$ cat src/rtl/pong_pkg.sv
// -----------------------------------------------------------------------------
// pong_pkg
// Shared definitions for the Pong game-flow controller: FSM state encoding
// (also exported on the state output for the text overlay) and default
// parameter values.
// -----------------------------------------------------------------------------
package pong_pkg;

  localparam int STATE_W         = 2;
  localparam int TIMER_TICKS_DEF = 120;  // 2 s of frame ticks at 60 Hz
  localparam int LIVES_DEF       = 3;

  typedef enum logic [STATE_W-1:0] {
    NEWGAME = 2'd0,
    PLAY    = 2'd1,
    NEWBALL = 2'd2,
    OVER    = 2'd3
  } state_t;

endpackage

$ cat src/rtl/pong_game_ctrl_if.sv
// -----------------------------------------------------------------------------
// pong_game_ctrl_if
// Signal bundle between the graphics engine / score counter side (master) and
// the game-flow controller (slave).
//   master drives : btn[1:0], hit, miss, refr_tick
//   slave drives  : d_inc, d_clr, graph_still, game_over, lives, state
// -----------------------------------------------------------------------------
interface pong_game_ctrl_if #(
  parameter int LIFE_W = 2
);

  logic [1:0]                  btn;
  logic                        hit;
  logic                        miss;
  logic                        refr_tick;
  logic                        d_inc;
  logic                        d_clr;
  logic                        graph_still;
  logic                        game_over;
  logic [LIFE_W-1:0]           lives;
  logic [pong_pkg::STATE_W-1:0] state;

  modport master (
    output btn, hit, miss, refr_tick,
    input  d_inc, d_clr, graph_still, game_over, lives, state
  );

  modport slave (
    input  btn, hit, miss, refr_tick,
    output d_inc, d_clr, graph_still, game_over, lives, state
  );

endinterface

$ cat src/rtl/pong_timer.sv
// -----------------------------------------------------------------------------
// pong_timer
// 8-bit frame-tick down-counter used for the inter-round and game-over delay.
//   clk, reset : clock and asynchronous active-high reset
//   start      : load TICKS-1 (reloads if already running)
//   tick       : decrement by one while nonzero, saturating at zero
//   done       : count is zero and no start is being applied this cycle
// -----------------------------------------------------------------------------
module pong_timer
  import pong_pkg::*;
#(
  parameter int TICKS = TIMER_TICKS_DEF
) (
  input  logic clk,
  input  logic reset,
  input  logic start,
  input  logic tick,
  output logic done
);

  localparam logic [7:0] LOAD_VAL = 8'(TICKS - 1);

  logic [7:0] r_count;

  // Down-counter: start has priority over tick so a restart always reloads.
  always_ff @(posedge clk or posedge reset) begin
    if (reset) begin
      r_count <= 8'd0;
    end else if (start) begin
      r_count <= LOAD_VAL;
    end else if (tick && (r_count != 8'd0)) begin
      r_count <= r_count - 8'd1;
    end else begin
      r_count <= r_count;
    end
  end

  // A start in flight masks an expired count so the FSM never sees a stale done.
  assign done = (r_count == 8'd0) && !start;

endmodule

$ cat src/rtl/pong_game_ctrl.sv
// -----------------------------------------------------------------------------
// pong_game_ctrl
// Game-flow controller for Pong. Converts hit/miss events into one-cycle score
// commands (d_inc on a hit, d_clr on a new game), tracks remaining balls and
// sequences NEWGAME -> PLAY -> NEWBALL/OVER with a frame-tick delay.
//   clk, reset : clock and asynchronous active-high reset
//   bus        : pong_game_ctrl_if.slave (btn, hit, miss, refr_tick in;
//                d_inc, d_clr, graph_still, game_over, lives, state out)
// -----------------------------------------------------------------------------
module pong_game_ctrl
  import pong_pkg::*;
#(
  parameter int LIVES       = LIVES_DEF,
  parameter int LIFE_W      = 2,
  parameter int TIMER_TICKS = TIMER_TICKS_DEF
) (
  input  logic                 clk,
  input  logic                 reset,
  pong_game_ctrl_if.slave      bus
);

  localparam logic [LIFE_W-1:0] LIVES_INIT = LIFE_W'(LIVES);
  localparam logic [LIFE_W-1:0] ONE_LIFE   = LIFE_W'(1);

  state_t            r_state;
  state_t            w_state_next;
  logic [LIFE_W-1:0] r_lives;
  logic [LIFE_W-1:0] w_lives_next;
  logic              r_d_inc;
  logic              r_d_clr;
  logic              w_d_inc_next;
  logic              w_d_clr_next;
  logic              w_timer_start;
  logic              w_timer_done;

  pong_timer #(
    .TICKS (TIMER_TICKS)
  ) u_timer (
    .clk   (clk),
    .reset (reset),
    .start (w_timer_start),
    .tick  (bus.refr_tick),
    .done  (w_timer_done)
  );

  // State, lives and score-pulse registers.
  always_ff @(posedge clk or posedge reset) begin
    if (reset) begin
      r_state <= NEWGAME;
      r_lives <= LIVES_INIT;
      r_d_inc <= 1'b0;
      r_d_clr <= 1'b0;
    end else begin
      r_state <= w_state_next;
      r_lives <= w_lives_next;
      r_d_inc <= w_d_inc_next;
      r_d_clr <= w_d_clr_next;
    end
  end

  // Next-state, lives update, score commands and timer start.
  always_comb begin
    w_state_next  = r_state;
    w_lives_next  = r_lives;
    w_d_inc_next  = 1'b0;
    w_d_clr_next  = 1'b0;
    w_timer_start = 1'b0;
    case (r_state)
      NEWGAME: begin
        if (bus.btn != 2'b00) begin
          w_state_next = PLAY;
          w_d_clr_next = 1'b1;
        end else begin
          w_state_next = NEWGAME;
        end
      end
      PLAY: begin
        // miss outranks hit: a ball lost in the same cycle scores nothing
        if (bus.miss) begin
          w_timer_start = 1'b1;
          if (r_lives > ONE_LIFE) begin
            w_lives_next = r_lives - ONE_LIFE;
            w_state_next = NEWBALL;
          end else begin
            w_lives_next = '0;
            w_state_next = OVER;
          end
        end else if (bus.hit) begin
          w_d_inc_next = 1'b1;
        end else begin
          w_state_next = PLAY;
        end
      end
      NEWBALL: begin
        if (w_timer_done && (bus.btn != 2'b00)) begin
          w_state_next = PLAY;
        end else begin
          w_state_next = NEWBALL;
        end
      end
      OVER: begin
        if (w_timer_done) begin
          w_state_next = NEWGAME;
          w_lives_next = LIVES_INIT;
        end else begin
          w_state_next = OVER;
        end
      end
      default: begin
        w_state_next = NEWGAME;
        w_lives_next = LIVES_INIT;
      end
    endcase
  end

  // Flags are decoded straight from the state register so they move with it.
  assign bus.graph_still = (r_state != PLAY);
  assign bus.game_over   = (r_state == OVER);
  assign bus.state       = r_state;
  assign bus.lives       = r_lives;
  assign bus.d_inc       = r_d_inc;
  assign bus.d_clr       = r_d_clr;

endmodule

$ cat src/flat_wrapper.sv
// flat-port wrapper written by rule: the top's interface ports become plain ports
module pong_game_ctrl_flat import pong_pkg::*;
#(
  parameter int LIVES       = LIVES_DEF,
  parameter int LIFE_W      = 2,
  parameter int TIMER_TICKS = TIMER_TICKS_DEF
)
  (clk, reset, bus_btn, bus_hit, bus_miss, bus_refr_tick, bus_d_inc, bus_d_clr, bus_graph_still, bus_game_over, bus_lives, bus_state);
  pong_game_ctrl_if #(.LIFE_W(LIFE_W)) bus_i ();
  input  logic clk;
  input  logic reset;
  input wire logic [$bits(bus_i.btn)-1:0] bus_btn;
  input wire logic [$bits(bus_i.hit)-1:0] bus_hit;
  input wire logic [$bits(bus_i.miss)-1:0] bus_miss;
  input wire logic [$bits(bus_i.refr_tick)-1:0] bus_refr_tick;
  output wire logic [$bits(bus_i.d_inc)-1:0] bus_d_inc;
  output wire logic [$bits(bus_i.d_clr)-1:0] bus_d_clr;
  output wire logic [$bits(bus_i.graph_still)-1:0] bus_graph_still;
  output wire logic [$bits(bus_i.game_over)-1:0] bus_game_over;
  output wire logic [$bits(bus_i.lives)-1:0] bus_lives;
  output wire logic [$bits(bus_i.state)-1:0] bus_state;
  assign bus_i.btn = bus_btn;
  assign bus_i.hit = bus_hit;
  assign bus_i.miss = bus_miss;
  assign bus_i.refr_tick = bus_refr_tick;
  assign bus_d_inc = bus_i.d_inc;
  assign bus_d_clr = bus_i.d_clr;
  assign bus_graph_still = bus_i.graph_still;
  assign bus_game_over = bus_i.game_over;
  assign bus_lives = bus_i.lives;
  assign bus_state = bus_i.state;
  pong_game_ctrl #(.LIVES(LIVES), .LIFE_W(LIFE_W), .TIMER_TICKS(TIMER_TICKS)) u_core (.clk(clk), .reset(reset), .bus(bus_i));
endmodule
$ cat config.mk
export PLATFORM = sky130hd
export DESIGN_NAME = pong_game_ctrl_flat
export DESIGN_NICKNAME = d
export VERILOG_FILES = /design/src/rtl/pong_pkg.sv /design/src/rtl/pong_game_ctrl_if.sv /design/src/rtl/pong_timer.sv /design/src/rtl/pong_game_ctrl.sv /design/src/flat_wrapper.sv
export SDC_FILE = /design/constraint.sdc
export NUM_CORES = 1
export LEC_CHECK = 0
export BUFFER_PORTS_ARGS = -buffer_cell sky130_fd_sc_hd__clkbuf_2
export CAP_MARGIN = 20
export CORE_UTILIZATION = 55
export DETAILED_ROUTE_END_ITERATION = 8
export GPL_TIMING_DRIVEN = 0
export PLACE_DENSITY = 0.86
export SETUP_SLACK_MARGIN = 0.3
export SLEW_MARGIN = 0
export SYNTH_ARGS = -nofsm -noshare
export SYNTH_HDL_FRONTEND = slang
export SYNTH_SLANG_ARGS = --single-unit
$ cat constraint.sdc
create_clock -name clk -period 5.15 [get_ports clk]
set_input_delay 1.03 -clock clk [delete_from_list [all_inputs] [get_ports clk]]
set_output_delay 1.03 -clock clk [all_outputs]
set_load 0.01 [all_outputs]
==> results_dict.tcl <==
set metrics [dict create \
    ys_top_cells_by_area "dfrtp_1 40%, dfstp_2 7.0%, nand2_1 3.5%" \
    antenna_found_initial 0 \
    drt_iter0_drc 26 \
    synth_area_per_cell_um2 10.1 \
    grt_max_degree 15 \
    max_freq_ghz 0.446 \
    irDropWorstVdd_mv 0.278 \
    cts_tree "done" \
    cts_sinks 14 \
    start_util_pct 62.9 \
    num_vias 665 \
    path_class "reg2out" \
    holdBufCountCts 0 \
    holdCritPathClass "reg2reg" \
    die_y_um 38.8 \
    syn_nets 83 \
    drive_above_1_share_pct 24.2 \
    finalClockSkew_ps 10.2 \
    post-route-util_pct 72.2 \
    rsz0062_at_grt "no" \
    setup-tns-final_ps 0 \
    ios 15 \
    drt-total-wl_mm 1.59 \
    ys.flop_type "dfrtp_1" \
    synthCells 74 \
    cts.htree.levels 1 \
    die_w_um 38.8 \
    grt_pass1_vias 579 \
    yosysSeqAreaShare_pct 47.3 \
    outcome "finished clean" \
    gr-total-overflow 0 \
    synth_warnings 0 \
    timing.hold.ws_ps 491 \
    critical-path-max-stage-delay_ps 350 \
    tightest_slew_ps 620 \
    cts_buffer_depth 2 \
    place_ws_ps 2780 \
    yosysTopAreaCell "dfrtp_1" \
    synth-edff-count 0 \
    cp.arrival_ps 1210 \
    area_delta_synth_final_pct 14.8 \
    cp-end-kind "primary output" \
    path_cells "clkbuf_1 -> nand2b_1 -> clkbuf_2" \
    p_per_area_nw_per_um2 505 \
    crit_required_ps 4120 \
    async_reset_ff_share_pct 100 \
    drv_slew 0 \
    gp_congestion 0.783 \
    period_minus_slack_ps 2240 \
    crit_fanout 10 \
    crit_family "buffers and inverters" \
    post-place-cells 102 \
    start_kind "register" \
    row_count 12 \
    cp_num_buf_inv 2 \
    wl_per_cell_um 15.1 \
    fin_cells 105 \
    grt_usage_pct 24.6 \
    portBuffers 14 \
    final_nets 102 \
    diodes 0 \
    synthTopCellsByCount "12 x dfrtp_1, 7 x nand2_1, 5 x inv_1" \
    worstSkewPairLatency_ps 280 \
    drc 0 \
    crit_path_top_delay_cell "dfrtp_1" \
    clkTransAtPathRegs_ps 70 \
    maxSlewHeadroom_pct 58.3 \
    synth_top_area_share_pct 40.3 \
    fin_crit_sh_pct 43.5 \
    p_leak_nw 0.396 \
    post_cts_buffers 0 \
    firstDrtPassIters 4 \
    dieArea_um2 1510 \
    core_um2 1190 \
    hold_viol 0 \
    setup_viol_count_final 0 \
    drt-vias-per-instance 6.33 \
    synthMostInstantiatedCell "dfrtp_1" \
    hpwl_mm 1.10 \
    ant_nets 0 \
    ys_ff_latch 14 \
    maxCapViolCount 0 \
    timing.final.ws_setup_ps 2910 \
    syn_area_um2 746 \
    cts_root_buf "clkbuf_4" \
    grt_pass1_wl_mm 2.49 \
    ys_types 31 \
    cts_buffers 3 \
    cts_resized 0 \
]
-- cell families after synthesis --
family / synth area share, %
AND/OR/NAND/NOR: 24.5
AO/OA/AOI/OAI: 18.0
flip-flops: 47.3
buffers and inverters: 4.03
multiplexers: 2.85
adder cells (fa/ha/maj): 3.36
-- placed cells by master (no fill, tap or decap) --
cell type,instances
a2111o_1,2
a211o_1,2
a21boi_0,1
a21o_1,1
a21oi_1,4
and3b_1,1
clkbuf_1,3
clkbuf_2,14
clkbuf_4,3
dfrtp_1,12
dfstp_2,2
ha_1,2
inv_1,5
mux2_2,1
mux2i_1,1
nand2_1,7
nand2b_1,2
nand3_1,2
nand3b_1,2
nand4_1,1
nand4b_1,1
nor2_1,3
nor3_1,1
nor3b_1,2
nor3b_2,1
nor4_2,1
o211ai_1,2
o21ai_0,4
o311ai_0,1
o31ai_1,2
or3_1,1
or4_1,3
or4b_1,1
-- per-stage QoR --
stage          power, mW  instance area, um2
2_1_floorplan      0.315                 746
3_3_place_gp       0.358                 833
3_5_place_dp       0.372                 833
4_1_cts            0.432                 856
5_1_grt            0.466                 856
6_report           0.432                 856
-- registers in the layout (all words and copies together), names as in the netlist --
name                    cells
u_core.bus.d_inc            1
u_core.bus.d_clr            1
u_core.bus.state            2
u_core.bus.lives            2
u_core.u_timer.r_count      8
-- routing by layer --
metal	GRT usage (%)	routed length [um]	vias to the layer above
met1	31.0	673	323
met4	15.5	24	0
met5	0	0	-
met3	4.05	95	6
met2	38.8	794	27
li1	-	-	309
-- where the power goes --
part           internal, mW  leakage (nW)  switching, mW  total [mW]
clock network        0.0271        0.0138         0.0326      0.0597
registers             0.157         0.164         0.0428       0.200
logic                0.0740         0.218         0.0983       0.172
total                 0.258         0.396          0.174       0.432
-- area by class of cell --
type	instances	area [um2]
multi-input cells	52	363
flip-flops and latches	14	353
fillers	90	330
repair buffers	14	70.1
clock buffers	3	22.5
inverters	5	18.8
well taps	14	17.5
plain buffers	3	11.3
-- worst reg2reg max path, delay by kind of cell (launching register included) --
family / cells / cell delay (ps)
AND/OR/NAND/NOR: 1 / 480
flip-flops: 1 / 400
multiplexers: 1 / 330
AO/OA/AOI/OAI: 1 / 270
adder cells (fa/ha/maj): 1 / 170
buffers and inverters: 1 / 110
-- final timing paths --
kind	start	to	slack, ps	cells past startpoint
setup / recovery	u_core.bus.state[0]	bus_graph_still	2910	3
hold / removal	u_core.bus.lives[1]	u_core.bus.lives[1]	490	2
setup reg to reg	u_core.u_timer.r_count[0]	u_core.u_timer.r_count[1]	3280	5
hold reg to reg	u_core.bus.lives[1]	u_core.bus.lives[1]	490	2
max in group asynchronous	reset	u_core.bus.lives[1]	4020	2
min in group asynchronous	reset	u_core.u_timer.r_count[7]	760	2
Note: power is estimated with default switching activity, not from simulation.
